## src/rtl/instr_prefetch_buffer_pkg.sv

```systemverilog
`default_nettype none
// ============================================================================
// Module      : instr_prefetch_buffer_pkg
// Description : Shared types and constants for the instruction prefetch
//               buffer and its queue.
// Revision    : 1.0 - initial release
// ============================================================================
package instr_prefetch_buffer_pkg;

    localparam int                  c_xlen             = 32;
    // One queue entry is {PC+4, INSTR}
    localparam int                  c_entry_w          = 2 * c_xlen;
    localparam logic [c_xlen-1:0]   c_word_inc         = 32'd4;
    localparam logic [c_xlen-1:0]   c_default_reset_pc = 32'h0000_0000;

    typedef enum logic [1:0] {
        ST_IDLE = 2'd0,
        ST_REQ  = 2'd1,
        ST_DROP = 2'd2
    } fetch_state_t;

endpackage
`default_nettype wire

```

## src/rtl/instr_prefetch_buffer_if.sv

```systemverilog
`default_nettype none
// ============================================================================
// Module      : instr_prefetch_buffer_if
// Description : Bundles the redirect, instruction-memory and consumer
//               handshakes of the prefetch buffer.
// Revision    : 1.0 - initial release
// ============================================================================
interface instr_prefetch_buffer_if;
    import instr_prefetch_buffer_pkg::*;

    logic              REDIRECT;
    logic [c_xlen-1:0] REDIRECT_PC;
    logic              IMEM_REQ;
    logic [c_xlen-1:0] IMEM_ADDR;
    logic              IMEM_ACK;
    logic [c_xlen-1:0] IMEM_DATA;
    logic              OUT_VALID;
    logic              OUT_READY;
    logic [c_xlen-1:0] PC_4_OUT;
    logic [c_xlen-1:0] INSTR;

    // Prefetch buffer side
    modport master (
        input  REDIRECT, REDIRECT_PC, IMEM_ACK, IMEM_DATA, OUT_READY,
        output IMEM_REQ, IMEM_ADDR, OUT_VALID, PC_4_OUT, INSTR
    );

    // Environment side: memory, consumer and redirect source
    modport slave (
        output REDIRECT, REDIRECT_PC, IMEM_ACK, IMEM_DATA, OUT_READY,
        input  IMEM_REQ, IMEM_ADDR, OUT_VALID, PC_4_OUT, INSTR
    );

endinterface
`default_nettype wire

```

## src/rtl/instr_prefetch_buffer_fifo.sv

```systemverilog
`default_nettype none
// ============================================================================
// Module      : prefetch_fifo
// Description : Synchronous DEPTH x WIDTH FIFO with push, pop, clear and an
//               occupancy count. Clear overrides push and pop.
// Revision    : 1.0 - initial release
// ============================================================================
module prefetch_fifo
    import instr_prefetch_buffer_pkg::*;
#(
    parameter int DEPTH = 4,
    parameter int WIDTH = c_entry_w
) (
    input  wire logic                     clk,
    input  wire logic                     rst_n,
    input  wire logic                     i_clear,
    input  wire logic                     i_push,
    input  wire logic                     i_pop,
    input  wire logic [WIDTH-1:0]         i_wdata,
    output logic      [WIDTH-1:0]         o_rdata,
    output logic      [$clog2(DEPTH):0]   o_count
);

    localparam int                 PTR_W     = $clog2(DEPTH);
    localparam logic [PTR_W:0]     c_full    = (PTR_W+1)'(DEPTH);
    localparam logic [PTR_W:0]     c_cnt_one = (PTR_W+1)'(1);
    localparam logic [PTR_W-1:0]   c_ptr_one = PTR_W'(1);

    logic [WIDTH-1:0] r_mem [DEPTH];
    logic [PTR_W-1:0] r_wptr;
    logic [PTR_W-1:0] r_rptr;
    logic [PTR_W:0]   r_count;
    logic             w_do_push;
    logic             w_do_pop;

    // Pops on an empty queue and pushes on a full one are ignored
    assign w_do_pop  = i_pop && (r_count != '0);
    assign w_do_push = i_push && ((r_count != c_full) || w_do_pop);

    // Pointer and occupancy bookkeeping
    always_ff @(posedge clk) begin
        if (!rst_n || i_clear) begin
            r_wptr  <= '0;
            r_rptr  <= '0;
            r_count <= '0;
        end else begin
            if (w_do_push) r_wptr <= r_wptr + c_ptr_one;
            if (w_do_pop)  r_rptr <= r_rptr + c_ptr_one;
            case ({w_do_push, w_do_pop})
                2'b10:   r_count <= r_count + c_cnt_one;
                2'b01:   r_count <= r_count - c_cnt_one;
                default: r_count <= r_count;
            endcase
        end
    end

    // Entry storage; contents beyond the count are never observed
    always_ff @(posedge clk) begin
        if (w_do_push && !i_clear) begin
            r_mem[r_wptr] <= i_wdata;
        end
    end

    assign o_rdata = r_mem[r_rptr];
    assign o_count = r_count;

endmodule
`default_nettype wire

```

## src/rtl/instr_prefetch_buffer.sv

```systemverilog
`default_nettype none
// ============================================================================
// Module      : instr_prefetch_buffer
// Description : Fetch-side prefetch stage. Issues sequential word fetches to
//               instruction memory, queues {PC+4, INSTR} pairs and hands them
//               to the IF/ID stage; a redirect discards all pending work.
// Revision    : 1.0 - initial release
// ============================================================================
module instr_prefetch_buffer
    import instr_prefetch_buffer_pkg::*;
#(
    parameter int                DEPTH    = 4,
    parameter logic [c_xlen-1:0] RESET_PC = c_default_reset_pc
) (
    input  wire logic                   CLK,
    input  wire logic                   RST,
    instr_prefetch_buffer_if.master     bus
);

    localparam int               CNT_W       = $clog2(DEPTH) + 1;
    localparam logic [CNT_W-1:0] c_depth_cnt = CNT_W'(DEPTH);

    fetch_state_t       r_state;
    fetch_state_t       w_state_nxt;
    logic [c_xlen-1:0]  r_fetch_pc;
    logic [c_xlen-1:0]  r_drop_addr;
    logic [CNT_W-1:0]   w_count;
    logic [CNT_W-1:0]   w_post_cnt;
    logic [c_entry_w-1:0] w_head;
    logic               w_ack_req;
    logic               w_push;
    logic               w_pop;

    // A redirect suppresses both the consumer pop and the returning word
    assign w_pop      = bus.OUT_VALID && bus.OUT_READY && !bus.REDIRECT;
    assign w_ack_req  = (r_state == ST_REQ) && bus.IMEM_ACK;
    assign w_push     = w_ack_req && !bus.REDIRECT;
    // Occupancy after this cycle's push; only meaningful while in ST_REQ
    assign w_post_cnt = w_count + CNT_W'(1) - CNT_W'(w_pop);

    // FSM state register
    always_ff @(posedge CLK) begin
        if (!RST) begin
            r_state <= ST_IDLE;
        end else begin
            r_state <= w_state_nxt;
        end
    end

    // Next-state and memory-request outputs
    always_comb begin
        w_state_nxt   = r_state;
        bus.IMEM_REQ  = 1'b0;
        bus.IMEM_ADDR = r_fetch_pc;
        case (r_state)
            ST_IDLE: begin
                if (!bus.REDIRECT && (w_count < c_depth_cnt)) begin
                    w_state_nxt = ST_REQ;
                end
            end
            ST_REQ: begin
                bus.IMEM_REQ = 1'b1;
                if (bus.REDIRECT) begin
                    // An unacknowledged request must still finish its handshake
                    w_state_nxt = bus.IMEM_ACK ? ST_IDLE : ST_DROP;
                end else if (bus.IMEM_ACK) begin
                    w_state_nxt = (w_post_cnt < c_depth_cnt) ? ST_REQ : ST_IDLE;
                end
            end
            ST_DROP: begin
                bus.IMEM_REQ  = 1'b1;
                bus.IMEM_ADDR = r_drop_addr;
                if (bus.IMEM_ACK) begin
                    w_state_nxt = ST_IDLE;
                end
            end
            default: begin
                w_state_nxt = ST_IDLE;
            end
        endcase
    end

    // Fetch address tracking; the stale address is captured for ST_DROP
    always_ff @(posedge CLK) begin
        if (!RST) begin
            r_fetch_pc  <= RESET_PC;
            r_drop_addr <= RESET_PC;
        end else begin
            if (bus.REDIRECT) begin
                r_fetch_pc <= bus.REDIRECT_PC;
            end else if (w_ack_req) begin
                r_fetch_pc <= r_fetch_pc + c_word_inc;
            end
            if ((r_state == ST_REQ) && bus.REDIRECT && !bus.IMEM_ACK) begin
                r_drop_addr <= r_fetch_pc;
            end
        end
    end

    prefetch_fifo #(
        .DEPTH (DEPTH),
        .WIDTH (c_entry_w)
    ) u_fifo (
        .clk     (CLK),
        .rst_n   (RST),
        .i_clear (bus.REDIRECT),
        .i_push  (w_push),
        .i_pop   (w_pop),
        .i_wdata ({r_fetch_pc + c_word_inc, bus.IMEM_DATA}),
        .o_rdata (w_head),
        .o_count (w_count)
    );

    assign bus.OUT_VALID = (w_count != '0);
    assign bus.PC_4_OUT  = w_head[c_entry_w-1:c_xlen];
    assign bus.INSTR     = w_head[c_xlen-1:0];

endmodule
`default_nettype wire

```

## src/flat_wrapper.sv

```systemverilog
// flat-port wrapper written by rule: the top's interface ports become plain ports
module instr_prefetch_buffer_flat import instr_prefetch_buffer_pkg::*;
#(
    parameter int                DEPTH    = 4,
    parameter logic [c_xlen-1:0] RESET_PC = c_default_reset_pc
)
  (CLK, RST, bus_REDIRECT, bus_REDIRECT_PC, bus_IMEM_ACK, bus_IMEM_DATA, bus_OUT_READY, bus_IMEM_REQ, bus_IMEM_ADDR, bus_OUT_VALID, bus_PC_4_OUT, bus_INSTR);
  instr_prefetch_buffer_if bus_i ();
  input  wire logic CLK;
  input  wire logic RST;
  input wire logic [$bits(bus_i.REDIRECT)-1:0] bus_REDIRECT;
  input wire logic [$bits(bus_i.REDIRECT_PC)-1:0] bus_REDIRECT_PC;
  input wire logic [$bits(bus_i.IMEM_ACK)-1:0] bus_IMEM_ACK;
  input wire logic [$bits(bus_i.IMEM_DATA)-1:0] bus_IMEM_DATA;
  input wire logic [$bits(bus_i.OUT_READY)-1:0] bus_OUT_READY;
  output wire logic [$bits(bus_i.IMEM_REQ)-1:0] bus_IMEM_REQ;
  output wire logic [$bits(bus_i.IMEM_ADDR)-1:0] bus_IMEM_ADDR;
  output wire logic [$bits(bus_i.OUT_VALID)-1:0] bus_OUT_VALID;
  output wire logic [$bits(bus_i.PC_4_OUT)-1:0] bus_PC_4_OUT;
  output wire logic [$bits(bus_i.INSTR)-1:0] bus_INSTR;
  assign bus_i.REDIRECT = bus_REDIRECT;
  assign bus_i.REDIRECT_PC = bus_REDIRECT_PC;
  assign bus_i.IMEM_ACK = bus_IMEM_ACK;
  assign bus_i.IMEM_DATA = bus_IMEM_DATA;
  assign bus_i.OUT_READY = bus_OUT_READY;
  assign bus_IMEM_REQ = bus_i.IMEM_REQ;
  assign bus_IMEM_ADDR = bus_i.IMEM_ADDR;
  assign bus_OUT_VALID = bus_i.OUT_VALID;
  assign bus_PC_4_OUT = bus_i.PC_4_OUT;
  assign bus_INSTR = bus_i.INSTR;
  instr_prefetch_buffer #(.DEPTH(DEPTH), .RESET_PC(RESET_PC)) u_core (.CLK(CLK), .RST(RST), .bus(bus_i));
endmodule
```

## config.mk

```make
export PLATFORM = sky130hd
export DESIGN_NAME = instr_prefetch_buffer_flat
export DESIGN_NICKNAME = d
export VERILOG_FILES = /design/src/rtl/instr_prefetch_buffer_pkg.sv /design/src/rtl/instr_prefetch_buffer_if.sv /design/src/rtl/instr_prefetch_buffer_fifo.sv /design/src/rtl/instr_prefetch_buffer.sv /design/src/flat_wrapper.sv
export SDC_FILE = /design/constraint.sdc
export NUM_CORES = 1
export LEC_CHECK = 0
export ABC_AREA = 1
export CAP_MARGIN = 25
export CORE_ASPECT_RATIO = 0.8
export CORE_MARGIN = 10
export CORE_UTILIZATION = 60
export CTS_CLUSTER_DIAMETER = 40
export DETAILED_ROUTE_END_ITERATION = 6
export PLACE_DENSITY = 0.85
export SLEW_MARGIN = 20
export SYNTH_ARGS = -nofsm -noshare
export SYNTH_HDL_FRONTEND = slang
export SYNTH_SLANG_ARGS = --single-unit
```

## constraint.sdc

```tcl
create_clock -name CLK -period 11.87 [get_ports CLK]
set_input_delay 1.7805 -clock CLK [delete_from_list [all_inputs] [get_ports CLK]]
set_output_delay 1.7805 -clock CLK [all_outputs]
set_load 0.005 [all_outputs]
```

==> flow_summary.yaml <==
status:
  outcome: "completed"
grt:
  grt_pass1_vias: 9958
  antenna_found_initial: 0
  grt_max_degree: 107
  grt_usage_pct: 23.10
  grt_overflow: 0
  grt_pass1_wl_mm: 54.12
power:
  fin_total_pwr_uw: 2652
  peakVddDrop_v: 0.00009753
  cellLeakagePower_uw: 0.005775
  p_per_area_nw_per_um2: 158.7
worst_setup_path:
  max_stage_delay_ps: 670
  critPathLaunchType: "flop"
  worstPathArrival_ps: 3350
  critPathTopFamily: "buffers and inverters"
  worstPathRequired_ps: 10090
  slowest_stage: "clkinv_1"
  path_common_cell: "buf_4"
  setup.worst_path.end_class: "output port"
  worstPathMaxFanout: 65
  critical_path.cell_chain: "buf_4 > clkinv_1 > buf_4 > o21ai_0 > o22ai_1 > clkdlybuf4s50_1"
  path_buf_inv: 4
  path_class: "reg2out"
timing:
  fmax_ghz: 0.1950
  worst_slew_pin_slew_ps: 980.9
  rsz0062_at_grt: "no"
  setup_viol: 0
  finalHoldViolCount: 0
  fin_crit_sh_pct: 43.21
  min_period_ps: 5129
  slew_headroom_pct: 34.53
  drv_slew: 0
  tns_ps: 0
  clock_skew_ps: 11.41
finish:
  final_cell_area_um2: 16710
  area_delta_synth_final_pct: 21.85
  fillCellCount: 1462
  antennaDiodeCount: 0
  nets: 1534
  drive_gt1_share_pct: 6.360
clocking:
  clockBufferDepth: 3
  clockRootBuffer: "clkbuf_16"
  cts_resized: 0
  hold_buffers: 0
  clk_latency_ps: 520
  post-cts-setup-buffers: 0
  cts_tree: "built"
  cts_buffers: 35
  cts_num_sinks: 331
  cts.clk_slew.worst_paths_ps: 60
  h-tree-depth: 2
worst_hold_path:
  hold_path.class: "reg2reg"
flow_run:
  maxCapViolCount: 0
logic_synthesis:
  synth_area_per_cell_um2: 10.49
  synthArstFlopShare_pct: 0
  yosysMostFrequentCell: "edfxtp_1"
  synth-edff-count: 256
  ys_top_cells_by_area: "edfxtp_1 56%, dfxtp_1 11%, o21ai_0 7.9%, nand2_1 5.7%, nor2_1 5.4%"
  yosysWarnings: 0
  synth_top_area_share_pct: 56.05
  synth_fp_nets: 1388
  yosys_most_used_dff: "edfxtp_1"
  synth_area_um2: 13710
  yosysUniqueCellTypes: 27
  ys_seq_elements: 331
  synthesis.instances: 1308
  synth_top_area_cell: "edfxtp_1"
  ys_seq_area_share_pct: 67.00
  synth_commonest_cells: "256 x edfxtp_1, 216 x o21ai_0, 210 x nand2_1, 199 x nor2_1, 76 x inv_1"
floorplanning:
  row_count: 49
  core_um2: 22500
  dieWidth_um: 189.0
  fp.dieArea_um2: 29340
  pin_count: 167
  die_h_um: 155.2
  initial_core_util_pct: 60.95
routing:
  dr.pass1.iters: 5
  routedWlPerCell_um: 19.61
  vias_per_cell: 5.782
  drc: 0
  dr_total_vias: 10320
  ant_nets: 0
  drt_iter0_drc: 1229
  drt_wl_total_mm: 34.98
placed_design:
  place_hpwl_mm: 22.17
  port_buffers: 166
  postPlaceCellArea_um2: 15610
  gp_congestion: 0.9140
==> cell type report <==
| type | instances | area, um2 | area share [%] |
|---|---|---|---|
| Clock buffer | 43 | 948.4 | 5.675 |
| Clock inverter | 18 | 150.1 | 0.8985 |
| Inverter | 80 | 301.5 | 1.804 |
| Multi-Input combinational cell | 827 | 3975 | 23.79 |
| Sequential cell | 331 | 9194 | 55.02 |
| Tap cell | 306 | 382.9 | 2.291 |
| Timing Repair Buffer | 179 | 1759 | 10.53 |
==> registers in the layout, indices dropped and copies added, names as in the netlist, named ones only <==
register and flops:
u_core.u_fifo.r_mem 256, u_core.r_state 2, u_core.r_drop_addr 32, u_core.u_fifo.o_count 3
u_core.r_fetch_pc 32, u_core.u_fifo.r_rptr 2, u_core.u_fifo.r_wptr 2
==> per-stage QoR <==
step / util [%] / worst slack, ps / hold WS, ps / instances
6_report: 74.27 / 6741 / 489.4 / 1784
5_1_grt: 74.27 / 6529 / 518.2 / 1784
4_1_cts: 74.27 / 6752 / 490.5 / 1784
2_1_floorplan: - / 6358 / 454.9 / 1308
3_3_place_gp: 69.39 / 7462 / 465.1 / 1723
3_5_place_dp: 69.39 / 7333 / 478.1 / 1723
==> power breakdown <==
group / switching (uW) / internal [uW] / total [uW]
sequential: 26.7 / 1300 / 1320
combinational: 161 / 120 / 281
clock: 448 / 599 / 1050
==> placed cells by master (no fill, tap or decap), drive strengths merged, types with 2 or more instances in the layout <==
cell type and n:
o22ai 64, and2 4, dfxtp 75, nor2 209
buf 13, xor2 15, nand3 25, clkinvlp 2
nand2 214, clkdlybuf4s50 166, edfxtp 256, nand4 2
ha 11, a21oi 56, inv 83, o21ai 217
clkinv 12, a31oi 8, clkbuf 43
==> kinds of logic (layout without fill, tap and decap cells) <==
group	count (synthesis)	count (layout)	synth area share, %
XOR/XNOR	16	16	1.241
buffers and inverters	150	320	4.251
AO/OA/AOI/OAI	346	346	13.30
adder cells (fa/ha/maj)	11	11	1.004
flip-flops	331	331	67.00
AND/OR/NAND/NOR	454	454	13.20
==> worst reg2reg max path: stages (launching register included) <==
cell and delay (ps):
dfxtp_1 320, inv_1 80, ha_1 200, nand2_1 90, nor2_2 80, buf_4 320, nand2_2 270, nor2_4 130
buf_4 720
==> metal layers <==
layer / vias to the layer above / GRT usage (%) / wire (um)
li1: 4825 / - / -
met3: 61 / 5.876 / 3484
met5: - / 0 / 0
met4: 0 / 6.450 / 740
met2: 545 / 35.70 / 16130
met1: 4884 / 31.86 / 14630
==> path summary, 6_finish.rpt <==
check | depth (start not counted) | to | slack, ps | start
max | 6 | bus_INSTR[15] | 6740 | flop
max reg2reg | 8 | u_core.u_fifo.r_mem[1][47] | 9230 | u_core.r_state[1]
min reg2reg | 2 | u_core.r_drop_addr[0] | 490 | u_core.r_drop_addr[0]
min | 2 | u_core.r_drop_addr[0] | 490 | u_core.r_drop_addr[0]
Note: power is estimated with default switching activity, not from simulation.
